## src/rtl/stream_mux_rr.sv

```systemverilog
// N-channel valid/ready stream multiplexer with round-robin arbitration and
// per-packet grant lock, driving a single registered output stream.
module stream_mux_rr #(
  parameter  int NUM_CH = 4,
  parameter  int WIDTH  = 8,
  localparam int CH_W   = (NUM_CH > 1) ? $clog2(NUM_CH) : 1
) (
  input  logic                    clk,
  input  logic                    rst_n,
  input  logic [NUM_CH*WIDTH-1:0] in_data,
  input  logic [NUM_CH-1:0]       in_valid,
  input  logic [NUM_CH-1:0]       in_last,
  output logic [NUM_CH-1:0]       in_ready,
  output logic [WIDTH-1:0]        out_data,
  output logic                    out_valid,
  output logic                    out_last,
  output logic [CH_W-1:0]         out_ch,
  input  logic                    out_ready
);

  typedef enum logic {
    ARB  = 1'b0,
    LOCK = 1'b1
  } state_t;

  state_t            state_q, state_d;
  logic [CH_W-1:0]   rr_ptr;
  logic [CH_W-1:0]   lock_ch;
  logic [CH_W-1:0]   arb_gnt;
  logic              arb_vld;
  logic [CH_W-1:0]   gnt;
  logic              gnt_vld;
  logic              load_en;
  logic              accept;
  logic              sel_last;
  logic [WIDTH-1:0]  sel_data;

  // Modulo-NUM_CH increment; explicit compare so non-power-of-2 counts wrap to 0.
  function automatic logic [CH_W-1:0] next_ch(input logic [CH_W-1:0] ch);
    return (int'(ch) == NUM_CH - 1) ? '0 : ch + CH_W'(1);
  endfunction

  // Round-robin search starting at rr_ptr. Iterating from the farthest offset
  // down lets the nearest valid channel overwrite earlier candidates.
  always_comb begin
    // NOTE: every variable driven here gets a default first, so no path leaves it unassigned (no latch).
    arb_gnt = rr_ptr;
    arb_vld = 1'b0;
    for (int k = NUM_CH - 1; k >= 0; k--) begin
      if (in_valid[(int'(rr_ptr) + k) % NUM_CH]) begin
        arb_gnt = CH_W'((int'(rr_ptr) + k) % NUM_CH);
        arb_vld = 1'b1;
      end
    end
  end

  // State register.
  always_ff @(posedge clk or negedge rst_n) begin
    if (!rst_n) begin
      state_q <= ARB;
    end else begin
      // NOTE: sequential state uses non-blocking assignment so all flops update from pre-edge values.
      state_q <= state_d;
    end
  end

  // Next-state logic.
  always_comb begin
    state_d = state_q;
    unique case (state_q)
      ARB:  if (accept && !sel_last) state_d = LOCK;
      LOCK: if (accept &&  sel_last) state_d = ARB;
      default: state_d = ARB;
    endcase
  end

  // Output/grant logic. Reset gating keeps in_ready low while rst_n is held.
  always_comb begin
    gnt      = (state_q == LOCK) ? lock_ch : arb_gnt;
    gnt_vld  = rst_n && ((state_q == LOCK) ? in_valid[lock_ch] : arb_vld);
    load_en  = !out_valid || out_ready;
    accept   = load_en && gnt_vld;
    sel_data = in_data[int'(gnt)*WIDTH +: WIDTH];
    sel_last = in_last[gnt];
    in_ready = '0;
    in_ready[gnt] = accept;
  end

  // Arbitration pointer and packet-lock owner.
  always_ff @(posedge clk or negedge rst_n) begin
    if (!rst_n) begin
      rr_ptr  <= '0;
      lock_ch <= '0;
    end else if (accept) begin
      if (sel_last) begin
        rr_ptr <= next_ch(gnt);
      end else if (state_q == ARB) begin
        lock_ch <= gnt;
      end
    end
  end

  // Output register: loads whenever empty or draining, so throughput is 1 beat/clk.
  always_ff @(posedge clk or negedge rst_n) begin
    if (!rst_n) begin
      out_valid <= 1'b0;
      out_data  <= '0;
      out_last  <= 1'b0;
      out_ch    <= '0;
    end else if (load_en) begin
      out_valid <= accept;
      if (accept) begin
        out_data <= sel_data;
        out_last <= sel_last;
        out_ch   <= gnt;
      end
    end
  end

endmodule

```

## config.mk

```make
export PLATFORM = sky130hd
export DESIGN_NAME = stream_mux_rr
export DESIGN_NICKNAME = d
export VERILOG_FILES = /design/src/rtl/stream_mux_rr.sv
export SDC_FILE = /design/constraint.sdc
export NUM_CORES = 1
export LEC_CHECK = 0
export ABC_AREA = 1
export CORE_ASPECT_RATIO = 0.75
export CORE_MARGIN = 2
export CORE_UTILIZATION = 47
export DETAILED_ROUTE_END_ITERATION = 7
export GPL_TIMING_DRIVEN = 0
export PLACE_DENSITY = 0.83
export SLEW_MARGIN = 20
export SYNTH_ARGS = -nofsm -noshare
export SYNTH_HDL_FRONTEND = slang
export SYNTH_SLANG_ARGS = --single-unit
```

## constraint.sdc

```tcl
create_clock -name clk -period 3.27 [get_ports clk]
set_input_delay 0.654 -clock clk [delete_from_list [all_inputs] [get_ports clk]]
set_output_delay 0.654 -clock clk [all_outputs]
set_load 0.005 [all_outputs]
```

==> results of run 1 <==
[through the flow]
| step | power, mW | util [%] | cells | setup WS, ns |
|---|---|---|---|---|
| floorplan | 1.44 | - | 239 | 0.727 |
| global placement | 1.90 | 71.0 | 335 | -0.483 |
| detailed placement | 1.93 | 71.0 | 335 | -0.570 |
| CTS | 2.36 | 76.3 | 348 | 0.0419 |
| global route | 2.66 | 78.2 | 349 | -0.0773 |
| finish | 2.44 | 78.2 | 349 | 0.0282 |
[layout make-up]
cell class	instances	area, µm²
multi-input combinational	174	956
fill	243	654
timing repair buffer	69	649
sequential	17	425
inverter	37	141
buffer	10	80.1
tap	38	47.5
clock buffer	4	45.0
[path summary, 6_finish.rpt]
path                             start     endpoint
setup / recovery           in_valid[2]  in_ready[3]
hold / removal                   rst_n  out_data[2]
setup reg to reg             rr_ptr[0]  out_data[7]
hold reg to reg             lock_ch[0]   lock_ch[0]
max in group asynchronous        rst_n    rr_ptr[1]
min in group clk            lock_ch[0]   lock_ch[0]
[synthesized netlist by cell type]
cell,number,area share [%]
ha_1,4,3.3
o211ai_2,1,0.83
inv_2,1,0.25
nand3b_1,7,3.5
or2_1,1,0.42
buf_4,1,0.50
nand2_1,84,21
nand3_2,6,4.0
clkbuf_1,3,0.75
nor2_1,14,3.5
buf_6,4,3.0
a31oi_1,1,0.42
buf_2,3,1.0
nand4_1,3,1.3
o211ai_1,2,1.0
dfrtp_1,17,28
nand3_1,26,8.7
nand2_2,3,1.3
o21ai_0,7,2.3
o21ai_1,9,3.0
xnor2_1,1,0.58
nand2_4,1,0.75
a21oi_1,4,1.3
inv_1,36,9.0
[repair_timing]
| item | in CTS | in global routing |
|---|---|---|
| buffers inserted | 10 | 1 |
| gates resized for setup | 33 | 17 |
| endpoints found under the setup margin | 4 | 4 |
| pin swaps | 11 | 4 |
[registers in the layout, indices dropped and copies added, names as in the netlist, named ones only]
register and count:
out_data 8, out_valid 1, out_ch 2, lock_ch 2, out_last 1, rr_ptr 2
[routing by layer]
metal	track usage, %	up-vias
met1	35.0	807
met2	43.1	88
met4	4.58	0
met3	5.14	4
li1	-	896
met5	0	-
[where the power goes]
| part | internal (mW) | total (mW) | switching [mW] |
|---|---|---|---|
| Combinational | 0.835 | 1.91 | 1.08 |
| Clock | 0.0863 | 0.154 | 0.0674 |
| Sequential | 0.310 | 0.374 | 0.0634 |
[worst max-delay path: cells and delay by family]
kind,cells,cell delay [ns]
buf+inv,6,0.96
simple gates,8,0.78
fa+ha+maj,1,0.19
[layout by cell type, fill, tap and decap left out, types with 4 or more instances in the layout]
master,n
buf_4,12
buf_6,5
nand3b_1,7
dfrtp_1,17
nand3_2,10
o21ai_0,5
nand2_1,73
clkbuf_1,4
nor2_1,13
clkdlybuf4s50_1,50
ha_1,4
o21ai_1,9
nand3_1,21
inv_1,33
nand2_2,14
[cells by family after synthesis]
family | share of synthesized area [%]
adders and majority gates | 3.33
buffers and inverters | 14.5
xor gates and xnor gates | 0.583
AOI/OAI and AO/OA | 8.92
DFF | 28.3
and+or+nand+nor | 44.3
==> impl_metrics.env, run 1 <==
export IMPL_clock_skew_ns=0.00309
export IMPL_path_cells="clkdlybuf4s50_1 -> inv_1 -> nand2_2 -> nand3_2 -> nand2_1 -> nand3_2 -> nand4_1 -> nand3_4 -> nand2_8 -> buf_4 -> inv_4 -> ha_1 -> inv_1 -> nor2_2 -> buf_2"
export IMPL_power_density_nw_per_um2=1040
export IMPL_final_area_um2=2340
export IMPL_finalHoldViolCount=0
export IMPL_rsz0062_at_grt="yes"
export IMPL_tightest_slew_ns=0.465
export IMPL_p_leak_nw=1.21
export IMPL_routedWlPerCell_um=13.1
export IMPL_ys_seq_elements=17
export IMPL_num_rows=17
export IMPL_worstPathRequired_ns=2.62
export IMPL_status="finished, final reports clean"
export IMPL_met3_length_um=370
export IMPL_worst_hold_path_type="input port to async pin"
export IMPL_postCtsHoldBufs=0
export IMPL_drt_pass1_iterations=5
export IMPL_critPathKind="input port to output pin"
export IMPL_fin_crit_ns=3.24
export IMPL_die_h_um=53.0
export IMPL_cts_buffers_inserted=3
export IMPL_worst_path_largest_cell_delay_ns=0.50
export IMPL_start_util_pct=50.1
export IMPL_fmaxAchievable_ghz=0.308
export IMPL_dr_total_vias=1795
export IMPL_clk_path_buf_depth=2
export IMPL_yosysSeqAreaShare_pct=28.3
export IMPL_overflow=0
export IMPL_hpwlAfterDp_um=3170
export IMPL_drv_slew=0
export IMPL_dpl_cell_area_um2=2130
export IMPL_io_pins=59
export IMPL_viasPerCell=5.14
export IMPL_area_growth_pct=56.2
export IMPL_grt_start_max_net_pins=19
export IMPL_finalCritPeriodShare_pct=99.1
export IMPL_netlist_instances=239
export IMPL_drv_cap=0
export IMPL_crit_arrival_ns=2.59
export IMPL_slew_headroom_pct=69.0
export IMPL_r2r_cells=12
export IMPL_path_clk_slew_ns=0.06
export IMPL_diodes=0
export IMPL_antenna_found_initial=0
export IMPL_die_w_um=69.3
export IMPL_end_kind="output pin"
export IMPL_r2r_setup_slack_ns=0.95
export IMPL_cts_tree="built"
export IMPL_grt_pass1_wl_um=7490
export IMPL_grt_pass1_vias=1606
export IMPL_dr_wl_met2_um=2050
export IMPL_finalSetupTns_ns=0
export IMPL_netlist_area_um2=1500
export IMPL_clkSinkCount=17
export IMPL_insertion_delay_ns=0.25
export IMPL_hold_ws_ns=0.334
export IMPL_gp_congestion=0.901
export IMPL_place_port_buffers=58
export IMPL_grt_usage_pct=25.7
export IMPL_drive_gt1_share_pct=19.0
export IMPL_setup_viol_count_final=0
export IMPL_ir_drop_mv=0.601
export IMPL_final_net_count=359
export IMPL_start_kind="input port"
export IMPL_clockRootBuffer="clkbuf_8"
export IMPL_wl_um=4560
export IMPL_drt_antenna_violating_nets=0
export IMPL_dieArea_um2=3670
export IMPL_cp_max_fo=6
export IMPL_drc=0
export IMPL_syn_nets=286
export IMPL_htreeDepth=1
export IMPL_synth_avg_cell_area_um2=6.28
export IMPL_coreArea_um2=3000
export IMPL_routedLengthMet1_um=2100
export IMPL_critPathSlowestCell="clkdlybuf4s50_1"
export IMPL_synth_distinct_cells=24
export IMPL_yosys_warnings=0
export IMPL_drt_iter0_markers=142
export IMPL_top_layer="met4"
Power figures use the tool's default switching activity.
==> inputs of run 2 (changes only) <==
Settings changed: CORE_UTILIZATION 47 to 40, CTS_CLUSTER_DIAMETER set to 40, PLACE_DENSITY 0.83 to 0.74, REMOVE_ABC_BUFFERS set to 1.
Clock period 3.27 ns to 2.7 ns, I/O delays scaled along.
==> impl_metrics.env, run 2 (synthesis gave the netlist of run 1 again) <==
export IMPL_status="finished with violations"
export IMPL_violations="setup timing"
export IMPL_worstPathRequired_ns=2.16
export IMPL_finalCritPeriodShare_pct=102
export IMPL_grt_start_max_net_pins=19
export IMPL_cp_top_family="buffers and inverters"
export IMPL_largest_reg_flops=8
export IMPL_drv_cap=0
export IMPL_grt_pass1_wl_um=7640
export IMPL_htreeDepth=1
export IMPL_start_util_pct=41.3
export IMPL_path_clk_slew_ns=0.07
export IMPL_crit_buf_inv=5
export IMPL_ir_drop_mv=0.537
export IMPL_clk_path_buf_depth=2
export IMPL_finalPower_mw=3.08
export IMPL_layout_commonest_cell="nand2_1"
export IMPL_p_leak_nw=1.23
export IMPL_worst_path_largest_cell_delay_ns=0.24
export IMPL_routedWlPerCell_um=12.1
export IMPL_overflow=0
export IMPL_final_area_um2=2450
export IMPL_largest_register="out_data"
export IMPL_crit_arrival_ns=2.21
export IMPL_grt_pass1_vias=1742
export IMPL_area_growth_pct=63.2
export IMPL_viasPerCell=4.76
export IMPL_drt_pass1_iterations=4
export IMPL_path_cells="clkdlybuf4s15_2 -> inv_1 -> o21ai_2 -> nand2_2 -> buf_4 -> nand4_1 -> nand3_1 -> nand2_1 -> nand2_2 -> nand2_4 -> ha_1 -> inv_1 -> nor2_1 -> dlygate4sd2_1"
export IMPL_drc=0
export IMPL_wl_um=4400
export IMPL_cts_tree="built"
export IMPL_gp_congestion=0.868
export IMPL_fin_ws_ns=-0.0512
export IMPL_tightest_slew_ns=0.650
export IMPL_critPathSlowestCell="dlygate4sd2_1"
export IMPL_cts_buffers_inserted=3
export IMPL_diodes=0
export IMPL_clkSinkCount=17
export IMPL_fin_util_pct=67.4
export IMPL_cp_max_fo=3
export IMPL_slew_headroom_pct=56.6
export IMPL_power_density_nw_per_um2=1260
export IMPL_hpwlAfterDp_um=2800
export IMPL_die_h_um=57.1
export IMPL_dieArea_um2=4260
export IMPL_finalHoldViolCount=0
export IMPL_place_port_buffers=58
export IMPL_setup_viol_count_final=4
export IMPL_dr_total_vias=1731
export IMPL_fmaxAchievable_ghz=0.363
export IMPL_worst_hold_path_type="input port to async pin"
export IMPL_finalSetupTns_ns=-0.119
export IMPL_fin_crit_ns=2.75
export IMPL_end_kind="output pin"
export IMPL_io_pins=59
export IMPL_critPathKind="input port to output pin"
export IMPL_grt_usage_pct=23.1
export IMPL_drt_antenna_violating_nets=0
export IMPL_final_cell_mix="nand2_1 (71), clkdlybuf4s50_1 (49), inv_1 (28)"
export IMPL_num_rows=19
export IMPL_drt_iter0_markers=86
export IMPL_coreArea_um2=3640
export IMPL_clock_skew_ns=0.00494
export IMPL_drive_gt1_share_pct=24.7
export IMPL_die_w_um=74.7
export IMPL_final_net_count=360
export IMPL_insertion_delay_ns=0.25
export IMPL_drv_slew=0
export IMPL_rsz0062_at_grt="yes"
export IMPL_clockRootBuffer="clkbuf_8"
export IMPL_antenna_found_initial=0
export IMPL_start_kind="input port"
export IMPL_dpl_cell_area_um2=2080
export IMPL_postCtsHoldBufs=0
export IMPL_post_place_ws_ns=-1.19
-- run 2: changes by cell type in the layout (fill, tap and decap cells not counted), moves of 3 or more --
cell      before  now
buf_4         12   18
inv_1         33   28
nand2_4        0    5
buf_6          5    2
clkbuf_1       4    1
inv_2          3    8
-- run 2: final timing paths --
kind                                   from           to  slack, ns  cells past startpoint
worst max register to register    rr_ptr[0]    rr_ptr[1]       0.38                     16
max in group asynchronous             rst_n    rr_ptr[1]       2.03                      1
worst max-delay path            in_valid[1]  in_ready[2]      -0.05                     14
worst min-delay path                  rst_n  out_data[2]       0.32                      1
worst min register to register   lock_ch[0]   lock_ch[0]       0.48                      2
min in group clk                 lock_ch[0]   lock_ch[0]       0.48                      2
-- run 2: cell type report --
cell class              instances  area [µm²]
clock buffers                   4        45.0
fillers                       324        1190
inverters                      37         146
multi-input cells             175        1020
flip-flops and latches         17         428
well taps                      52        65.1
repair buffers                 79         744
-- run 2: power breakdown --
part | total (mW) | switching, mW | internal [mW]
Combinational | 2.41 | 1.33 | 1.08
Clock | 0.192 | 0.0876 | 0.105
Sequential | 0.486 | 0.108 | 0.378
Total | 3.08 | 1.52 | 1.56
-- run 2: timing repair --
| item | CTS | global route |
|---|---|---|
| setup endpoints to repair | 8 | 4 |
| gates cloned | 1 | 0 |
| resized for setup | 64 | 6 |
| pin swaps | 17 | 7 |
| setup buffers | 17 | 2 |
-- run 2: stage by stage --
stage | hold slack [ns] | std cells
4_1_cts | 0.340 | 362
2_1_floorplan | 0.244 | 228
6_report | 0.324 | 364
5_1_grt | 0.358 | 364
3_3_place_gp | 0.459 | 338
3_5_place_dp | 0.464 | 340
-- run 2: layer usage --
layer  track usage, %  share of wire, %  wire length (µm)  vias up
li1                 -                 -                 -      904
met1             30.8                48              2130      784
met2             38.9                47              2050       39
met3             4.42               4.3               187        4
met4             5.10              0.55                24        0
met5                0                 0                 0        -
==> inputs of run 3 (changes only) <==
Settings changed: CTS_CLUSTER_DIAMETER 40 to not set.
==> results of run 3 <==
No change in the layout: final DEF, timing and power equal those of run 2.
